`config.mk`:
```
export PLATFORM = sky130hd
export DESIGN_NAME = conv_encoder
export DESIGN_NICKNAME = d
export VERILOG_FILES = /design/src/rtl/viterbi_pkg.sv /design/src/rtl/conv_enc_symbol.sv /design/src/rtl/conv_encoder.sv
export SDC_FILE = /design/constraint.sdc
export NUM_CORES = 1
export LEC_CHECK = 0
export CAP_MARGIN = 10
export CELL_PAD_IN_SITES_DETAIL_PLACEMENT = 1
export CELL_PAD_IN_SITES_GLOBAL_PLACEMENT = 1
export CORE_ASPECT_RATIO = 1.2
export CORE_MARGIN = 3
export CORE_UTILIZATION = 42
export DETAILED_ROUTE_END_ITERATION = 8
export PLACE_DENSITY = 0.75
export SKIP_LAST_GASP = 1
export SLEW_MARGIN = 20
export SYNTH_ARGS = -nofsm -noshare
export SYNTH_HDL_FRONTEND = slang
export SYNTH_SLANG_ARGS = --single-unit
export TNS_END_PERCENT = 50
```
`constraint.sdc`:
```
create_clock -name clock -period 1.8 [get_ports clock]
set_input_delay 0.45 -clock clock [delete_from_list [all_inputs] [get_ports clock]]
set_output_delay 0.45 -clock clock [all_outputs]
set_load 0.02 [all_outputs]
```
`src/rtl/viterbi_pkg.sv`:
```
// viterbi_pkg: constants and types shared by the K=4 convolutional encoder and the Viterbi decoder.
package viterbi_pkg;
  localparam int K = 4;
  localparam int NUM_STATES = 8;
  localparam logic [K-1:0] G0_DEF = 4'b1101;
  localparam logic [K-1:0] G1_DEF = 4'b1111;
  typedef logic [1:0] sym_t;
  typedef logic [2:0] state_t;
  typedef enum logic [1:0] {IDLE, DATA, TAIL} enc_fsm_t;
endpackage

```
`src/rtl/conv_enc_symbol.sv`:
```
// conv_enc_symbol: one trellis step -- code symbol {c0,c1} and next state for bit b leaving state s.
module conv_enc_symbol
  import viterbi_pkg::*;
(
  input  logic         b_i,
  input  state_t       s_i,
  input  logic [K-1:0] g0_i,
  input  logic [K-1:0] g1_i,
  output sym_t         sym_o,
  output state_t       next_s_o
);
  logic [K-1:0] w;
  assign w = {b_i, s_i};
  assign sym_o = {^(w & g0_i), ^(w & g1_i)};
  assign next_s_o = {b_i, s_i[2:1]};
endmodule

```
`src/rtl/conv_encoder.sv`:
```
// conv_encoder: rate-1/2 K=4 framed convolutional encoder with 3-bit zero tail per frame.
// Define CONV_ENC_ERR_INJ_EN to add the err_mask input that corrupts emitted symbols.
module conv_encoder
  import viterbi_pkg::*;
#(
  parameter logic [K-1:0] G0        = G0_DEF,
  parameter logic [K-1:0] G1        = G1_DEF,
  parameter int           MAX_FRAME = 64,
  parameter int           CNT_W     = 7
) (
  input  logic       clock,
  input  logic       reset,
  input  logic       in_valid,
  output logic       in_ready,
  input  logic       in_bit,
  input  logic       in_last,
`ifdef CONV_ENC_ERR_INJ_EN
  input  logic [1:0] err_mask,
`endif
  output logic       out_valid,
  input  logic       out_ready,
  output sym_t       out_sym,
  output logic       out_tail,
  output logic       out_last,
  output logic       frame_err
);
  enc_fsm_t state_q, state_d;
  logic [CNT_W-1:0] cnt_q, cnt_d, cnt_inc;
  logic [1:0] tcnt_q, tcnt_d;
  state_t s_q, s_d, s_nxt;
  sym_t sym_q, sym_d, sym_c, mask;
  logic valid_q, valid_d, tail_q, tail_d, last_q, last_d, err_q, err_d;
  logic adv, in_tail, acc, tail_go, tail_end, hit, load;

  assign adv      = !valid_q || out_ready;
  assign in_tail  = state_q == TAIL;
  assign in_ready = adv && !in_tail;
  assign acc      = in_valid && in_ready;
  assign tail_go  = in_tail && adv;
  assign tail_end = tail_go && tcnt_q == 2'd2;
  assign load     = acc || tail_go;
  assign cnt_inc  = cnt_q + 1'b1;
  assign hit      = cnt_inc == CNT_W'(MAX_FRAME);
`ifdef CONV_ENC_ERR_INJ_EN
  assign mask = err_mask;
`else
  assign mask = '0;
`endif

  // Tail beats shift zeros so the trellis always terminates in state 0.
  conv_enc_symbol u_sym (
    .b_i      (in_bit && !in_tail),
    .s_i      (s_q),
    .g0_i     (G0),
    .g1_i     (G1),
    .sym_o    (sym_c),
    .next_s_o (s_nxt)
  );

  always_ff @(posedge clock or negedge reset) begin
    if (!reset) begin
      state_q <= IDLE;
      cnt_q   <= '0;
      tcnt_q  <= '0;
      err_q   <= 1'b0;
      valid_q <= 1'b0;
      sym_q   <= '0;
      tail_q  <= 1'b0;
      last_q  <= 1'b0;
      s_q     <= '0;
    end else begin
      state_q <= state_d;
      cnt_q   <= cnt_d;
      tcnt_q  <= tcnt_d;
      err_q   <= err_d;
      valid_q <= valid_d;
      sym_q   <= sym_d;
      tail_q  <= tail_d;
      last_q  <= last_d;
      s_q     <= s_d;
    end
  end

  always_comb begin
    state_d = acc ? ((in_last || hit) ? TAIL : DATA) : tail_end ? IDLE : state_q;
    cnt_d   = acc ? cnt_inc : tail_end ? '0 : cnt_q;
    tcnt_d  = tail_end ? 2'd0 : tail_go ? tcnt_q + 1'b1 : tcnt_q;
    err_d   = err_q || (acc && hit && !in_last);
  end

  // The output register and trellis state move together, only on a load.
  always_comb begin
    valid_d = adv ? load : valid_q;
    sym_d   = load ? sym_c ^ mask : sym_q;
    tail_d  = load ? in_tail : tail_q;
    last_d  = load ? tail_end : last_q;
    s_d     = load ? s_nxt : s_q;
  end

  assign out_valid = valid_q;
  assign out_sym   = sym_q;
  assign out_tail  = tail_q;
  assign out_last  = last_q;
  assign frame_err = err_q;
endmodule

```
==> flow_metrics.tcl, run 1 <==
set metrics [dict create \
    gr-usage-all-layers_pct 17.8 \
    slowest_stage "clkdlybuf4s50_1" \
    drv_cap 0 \
    p_per_area_nw_per_um2 1270 \
    rsz0062_at_grt "false" \
    max_stage_delay_ns 0.61 \
    ys_top_cells_by_count "dfrtp_1 (20), nand2_1 (20), nand3_1 (11)" \
    root_buffer "clkbuf_4" \
    cts_max_path_buffers 2 \
    synth_cell_types 37 \
    synth_cells 98 \
    tritoncts "done" \
    rr_startpoint "cnt_q[0]" \
    ys_seq_elements 20 \
    die_w_um 51.5 \
    power_mw 1.68 \
    synthArstFlopShare_pct 100 \
    clock_latency_ns 0.30 \
    synth_edf_count 0 \
    post_drt_wl_per_cell_um 15.8 \
    gr-total-overflow 0 \
    period_needed_ns 1.72 \
    io_buffer_count 12 \
    r2r_slack_ns 0.14 \
    grt_pass1_vias 863 \
    clk_pin_slew_worst_paths_ns 0.11 \
    hold_path.class "reg2reg" \
    syn_avg_cell_area_um2 10.6 \
    routabilityCongestion 0.738 \
    fmax_mhz 580 \
    first_iter_violations 11 \
    whs_ns 0.489 \
    wirelength_um 2490 \
    cp_max_fo 2 \
    yosysTopAreaCell "dfrtp_1" \
    die_h_um 60.6 \
    slew_violations 0 \
    drt_pre_antenna_iters 4 \
    yosysWarnings 0 \
    cts_buffers 3 \
    start_util_pct 44.8 \
    worst_slew_pin_slew_ns 0.294 \
    reg2regPathDepth 5 \
    hold_end "out_last" \
    synthesis.nets 105 \
    drive_gt1_share_pct 26.0 \
    crit_buf_inv 1 \
    placed_cells 154 \
    pre_cts_ws_ns -0.337 \
    start_kind "flip-flop" \
    cp-end-kind "output pin" \
    dp.final_hpwl_um 1930 \
    final.period_utilization_pct 95.8 \
    yosysTopAreaCellShare_pct 48.0 \
    cp_top_family "buffers and inverters" \
    die-area_um2 3120 \
    netlist_top_cells_area "dfrtp_1 (48%), nand2_1 (7.2%), nand3_1 (5.3%)" \
    worstHoldPathCells 2 \
    io_pins 13 \
    diodes 0 \
    hold_start "out_last" \
    ant_nets 0 \
    ys.flop_type "dfrtp_1" \
    required_ns 1.35 \
    antenna_found_initial 0 \
    vias 842 \
    path_cells "clkdlybuf4s50_1" \
    ir_drop_mv 0.611 \
    final_nets 135 \
    h-tree-depth 1 \
    arrival_ns 1.27 \
    r2r-end "cnt_q[6]" \
    synth_area_um2 1040 \
    rows 19 \
    max_slew_margin_pct 80.2 \
    setup_ws_ns 0.0763 \
    area_delta_synth_final_pct 27.1 \
    p_leak_nw 0.641 \
    seq_area_frac_synth_pct 48.0 \
    setup_violations 0 \
    finalInstanceArea_um2 1330 \
    cts_num_sinks 20 \
    post_cts_buffers 0 \
    routed_via_density 5.33 \
    drcViolationCount 0 \
    final_cell_count_no_fill 158 \
    status "finished clean" \
    core-area_um2 2330 \
    critPathKind "reg2out" \
    finalHoldViolCount 0 \
    fin_skew_ns 0.00103 \
    grt_pass1_wl_um 4040 \
    placed_cell_area_um2 1300 \
    grt_max_degree 21 \
]
-- timing repair --
action                                 4_1_cts  5_1_grt
gates resized for setup                      3        1
setup endpoints to repair                    2        1
endpoints found under the hold margin        0        0
hold buffers                                 0        0
-- flip-flops by register name, summed over array words and instances (netlist names) --
signal,cells
cnt_q,7
s_q,3
out_sym,2
state_q,2
tcnt_q,2
frame_err,1
out_last,1
out_tail,1
out_valid,1
-- layout make-up --
type	instances	area (um2)
Clock buffer	4	36.3
Fill cell	279	1000
Multi-Input combinational cell	75	517
Sequential cell	20	500
Tap cell	31	38.8
Timing Repair Buffer	28	234
-- worst max path at each step --
stage	startpoint	end	slack, ns	cells after the start
finish	out_sym[0]	out_sym[0]	0.08	1
CTS	out_ready	in_ready	-0.05	4
global route	out_sym[0]	out_sym[0]	0.003	1
floorplan	cnt_q[0]	cnt_q[6]	0.35	5
global placement	out_ready	in_ready	-0.31	4
detailed placement	out_ready	in_ready	-0.34	4
-- placed cells by master (no fill, tap or decap), types with 2 or more instances in the layout --
cell / netlist / final
xnor2_1: 2 / 2
clkdlybuf4s50_1: 0 / 10
dfrtp_1: 20 / 20
mux2i_1: 4 / 4
nand2b_1: 2 / 2
nand3_1: 11 / 11
buf_4: 1 / 16
nor2_1: 2 / 2
a21oi_1: 2 / 2
nand2_1: 20 / 20
o21ai_0: 4 / 4
mux2_2: 3 / 3
or3_1: 2 / 2
clkbuf_4: 0 / 3
-- stage by stage --
step                      setup TNS, ns  util, %
after floorplan                       0        -
after global placement           -0.515     55.6
after detailed placement          -1.08     55.6
after CTS                       -0.0459     57.1
after global routing                  0     56.9
final                                 0     56.9
-- routing by layer --
metal | GRT usage (%) | vias up | wire length [um]
met4 | 7.87 | 0 | 41
li1 | - | 405 | -
met5 | 0 | - | 0
met2 | 33.1 | 16 | 1380
met1 | 19.6 | 416 | 1000
met3 | 3.44 | 5 | 70
-- kinds of logic after synthesis --
| kind of cell | after synthesis | synth area share (%) |
|---|---|---|
| mux | 7 | 7.07 |
| xor+xnor | 4 | 4.68 |
| simple gates | 48 | 26.3 |
| compound gates | 15 | 10.3 |
| fa+ha+maj | 1 | 1.20 |
| flops | 20 | 48.0 |
| buf+inv | 3 | 2.52 |
-- where the power goes --
group | total [mW] | internal, mW | switching (mW)
Sequential | 0.770 | 0.595 | 0.174
Combinational | 0.656 | 0.364 | 0.292
Clock | 0.259 | 0.123 | 0.135
Total | 1.68 | 1.08 | 0.602
Note: power is estimated with default switching activity, not from simulation.
==> run 2, diff against run 1 <==
--- a/config.mk
+++ b/config.mk
@@ -13,7 +13,6 @@
 export CORE_UTILIZATION = 42
 export DETAILED_ROUTE_END_ITERATION = 8
 export PLACE_DENSITY = 0.75
-export SKIP_LAST_GASP = 1
 export SLEW_MARGIN = 20
 export SYNTH_ARGS = -nofsm -noshare
 export SYNTH_HDL_FRONTEND = slang
==> flow_metrics.tcl, run 2 (synthesized netlist as in run 1, its figures left out) <==
set metrics [dict create \
    r2r-end "cnt_q[6]" \
    p_leak_nw 0.640 \
    final_nets 135 \
    ir_drop_mv 0.611 \
    cts_max_path_buffers 2 \
    layout_common_cells "nand2_1 (20), dfrtp_1 (20), buf_4 (16)" \
    drive_gt1_share_pct 26.0 \
    max_slew_margin_pct 80.2 \
    critPathKind "reg2out" \
    dp.final_hpwl_um 1930 \
    r2r_slack_ns 0.14 \
    fmax_mhz 580 \
    first_iter_violations 11 \
    cp-end-kind "output pin" \
    slowest_stage "clkdlybuf4s50_1" \
    drt_pre_antenna_iters 4 \
    post_cts_buffers 0 \
    clock_latency_ns 0.30 \
    whs_ns 0.489 \
    finalHoldViolCount 0 \
    grt_pass1_vias 863 \
    required_ns 1.35 \
    antenna_found_initial 0 \
    power_mw 1.68 \
    h-tree-depth 1 \
    core-area_um2 2330 \
    top_register "cnt_q" \
    ant_nets 0 \
    die-area_um2 3120 \
    p_per_area_nw_per_um2 1270 \
    grt_max_degree 21 \
    max_stage_delay_ns 0.61 \
    die_w_um 51.5 \
    arrival_ns 1.27 \
    rsz0062_at_grt "false" \
    final_cell_count_no_fill 158 \
    rr_startpoint "cnt_q[0]" \
    worst_slew_pin_slew_ns 0.294 \
    grt_pass1_wl_um 4040 \
    root_buffer "clkbuf_4" \
    gr-total-overflow 0 \
    clk_pin_slew_worst_paths_ns 0.11 \
    fin_tns_setup_ns 0 \
    hold_buffers 0 \
    drcViolationCount 0 \
    cp_max_fo 2 \
    hold_path.class "reg2reg" \
    post_drt_wl_per_cell_um 15.7 \
    area_delta_synth_final_pct 27.1 \
    cts_buffers 3 \
    cts_num_sinks 20 \
    slew_violations 0 \
    drv_cap 0 \
    rows 19 \
    io_pins 13 \
    placed_cells 154 \
    tritoncts "done" \
    largest_reg_flops 7 \
    hold_start "out_last" \
    reg_top3 "cnt_q x7, s_q x3" \
    fin_skew_ns 0.00103 \
    routed_via_density 5.33 \
    crit_buf_inv 1 \
    wirelength_um 2490 \
    period_needed_ns 1.72 \
    hold_end "out_last" \
    routabilityCongestion 0.738 \
    path_cells "clkdlybuf4s50_1" \
    fin_util_pct 56.9 \
    cp_top_family "buffers and inverters" \
    start_util_pct 44.8 \
    vias 842 \
    postCtsResizedCells 4 \
    io_buffer_count 12 \
    worstHoldPathCells 2 \
    start_kind "flip-flop" \
    status "finished clean" \
    gr-usage-all-layers_pct 17.8 \
    setup_violations 0 \
    die_h_um 60.6 \
    diodes 0 \
    final.period_utilization_pct 95.8 \
    reg2regPathDepth 5 \
]
[run 2: cell types whose count changed in the layout (fill, tap and decap cells not counted)]
cell	delta
buf_2	+1
clkbuf_2	-1
[run 2: tightest hold or removal path: stages, from the launching register on]
cell and delay [ns]:
dfrtp_1 0.36, nand2_1 0.05, nand2_1 0.05
[run 2: report_power, final]
group          internal, mW  switching (mW)
Combinational         0.364           0.292
Sequential            0.595           0.174
Clock                 0.123           0.135
[run 2: final cells by class]
type                            count  area [um2]
Clock buffer                        4        36.3
Fill cell                         279        1000
Multi-Input combinational cell     75         517
Sequential cell                    20         500
Tap cell                           31        38.8
Timing Repair Buffer               28         234
[run 2: per-layer routing]
layer / share of wire [%] / global-route usage (%) / up-vias
li1: - / - / 405
met5: 0 / 0 / -
met3: 2.5 / 3.44 / 5
met2: 55 / 33.1 / 16
met4: 1.6 / 7.87 / 0
met1: 41 / 19.6 / 416
[run 2: stage by stage]
| step | instance area, um2 | setup WS (ns) |
|---|---|---|
| 2_1_floorplan | 1040 | 0.352 |
| 3_3_place_gp | 1300 | -0.310 |
| 3_5_place_dp | 1300 | -0.337 |
| 4_1_cts | 1330 | 0.0000758 |
| 5_1_grt | 1330 | 0.00299 |
| 6_report | 1330 | 0.0763 |
[run 2: worst max-delay path by stage]
stage	depth (start not counted)	from	to	slack, ns
final	1	out_sym[0]	out_sym[0]	0.08
after global routing	1	out_sym[0]	out_sym[0]	0.003
after CTS	4	out_ready	in_ready	0.00008
after detailed placement	4	out_ready	in_ready	-0.34
after global placement	4	out_ready	in_ready	-0.31
after floorplan	5	cnt_q[0]	cnt_q[6]	0.35
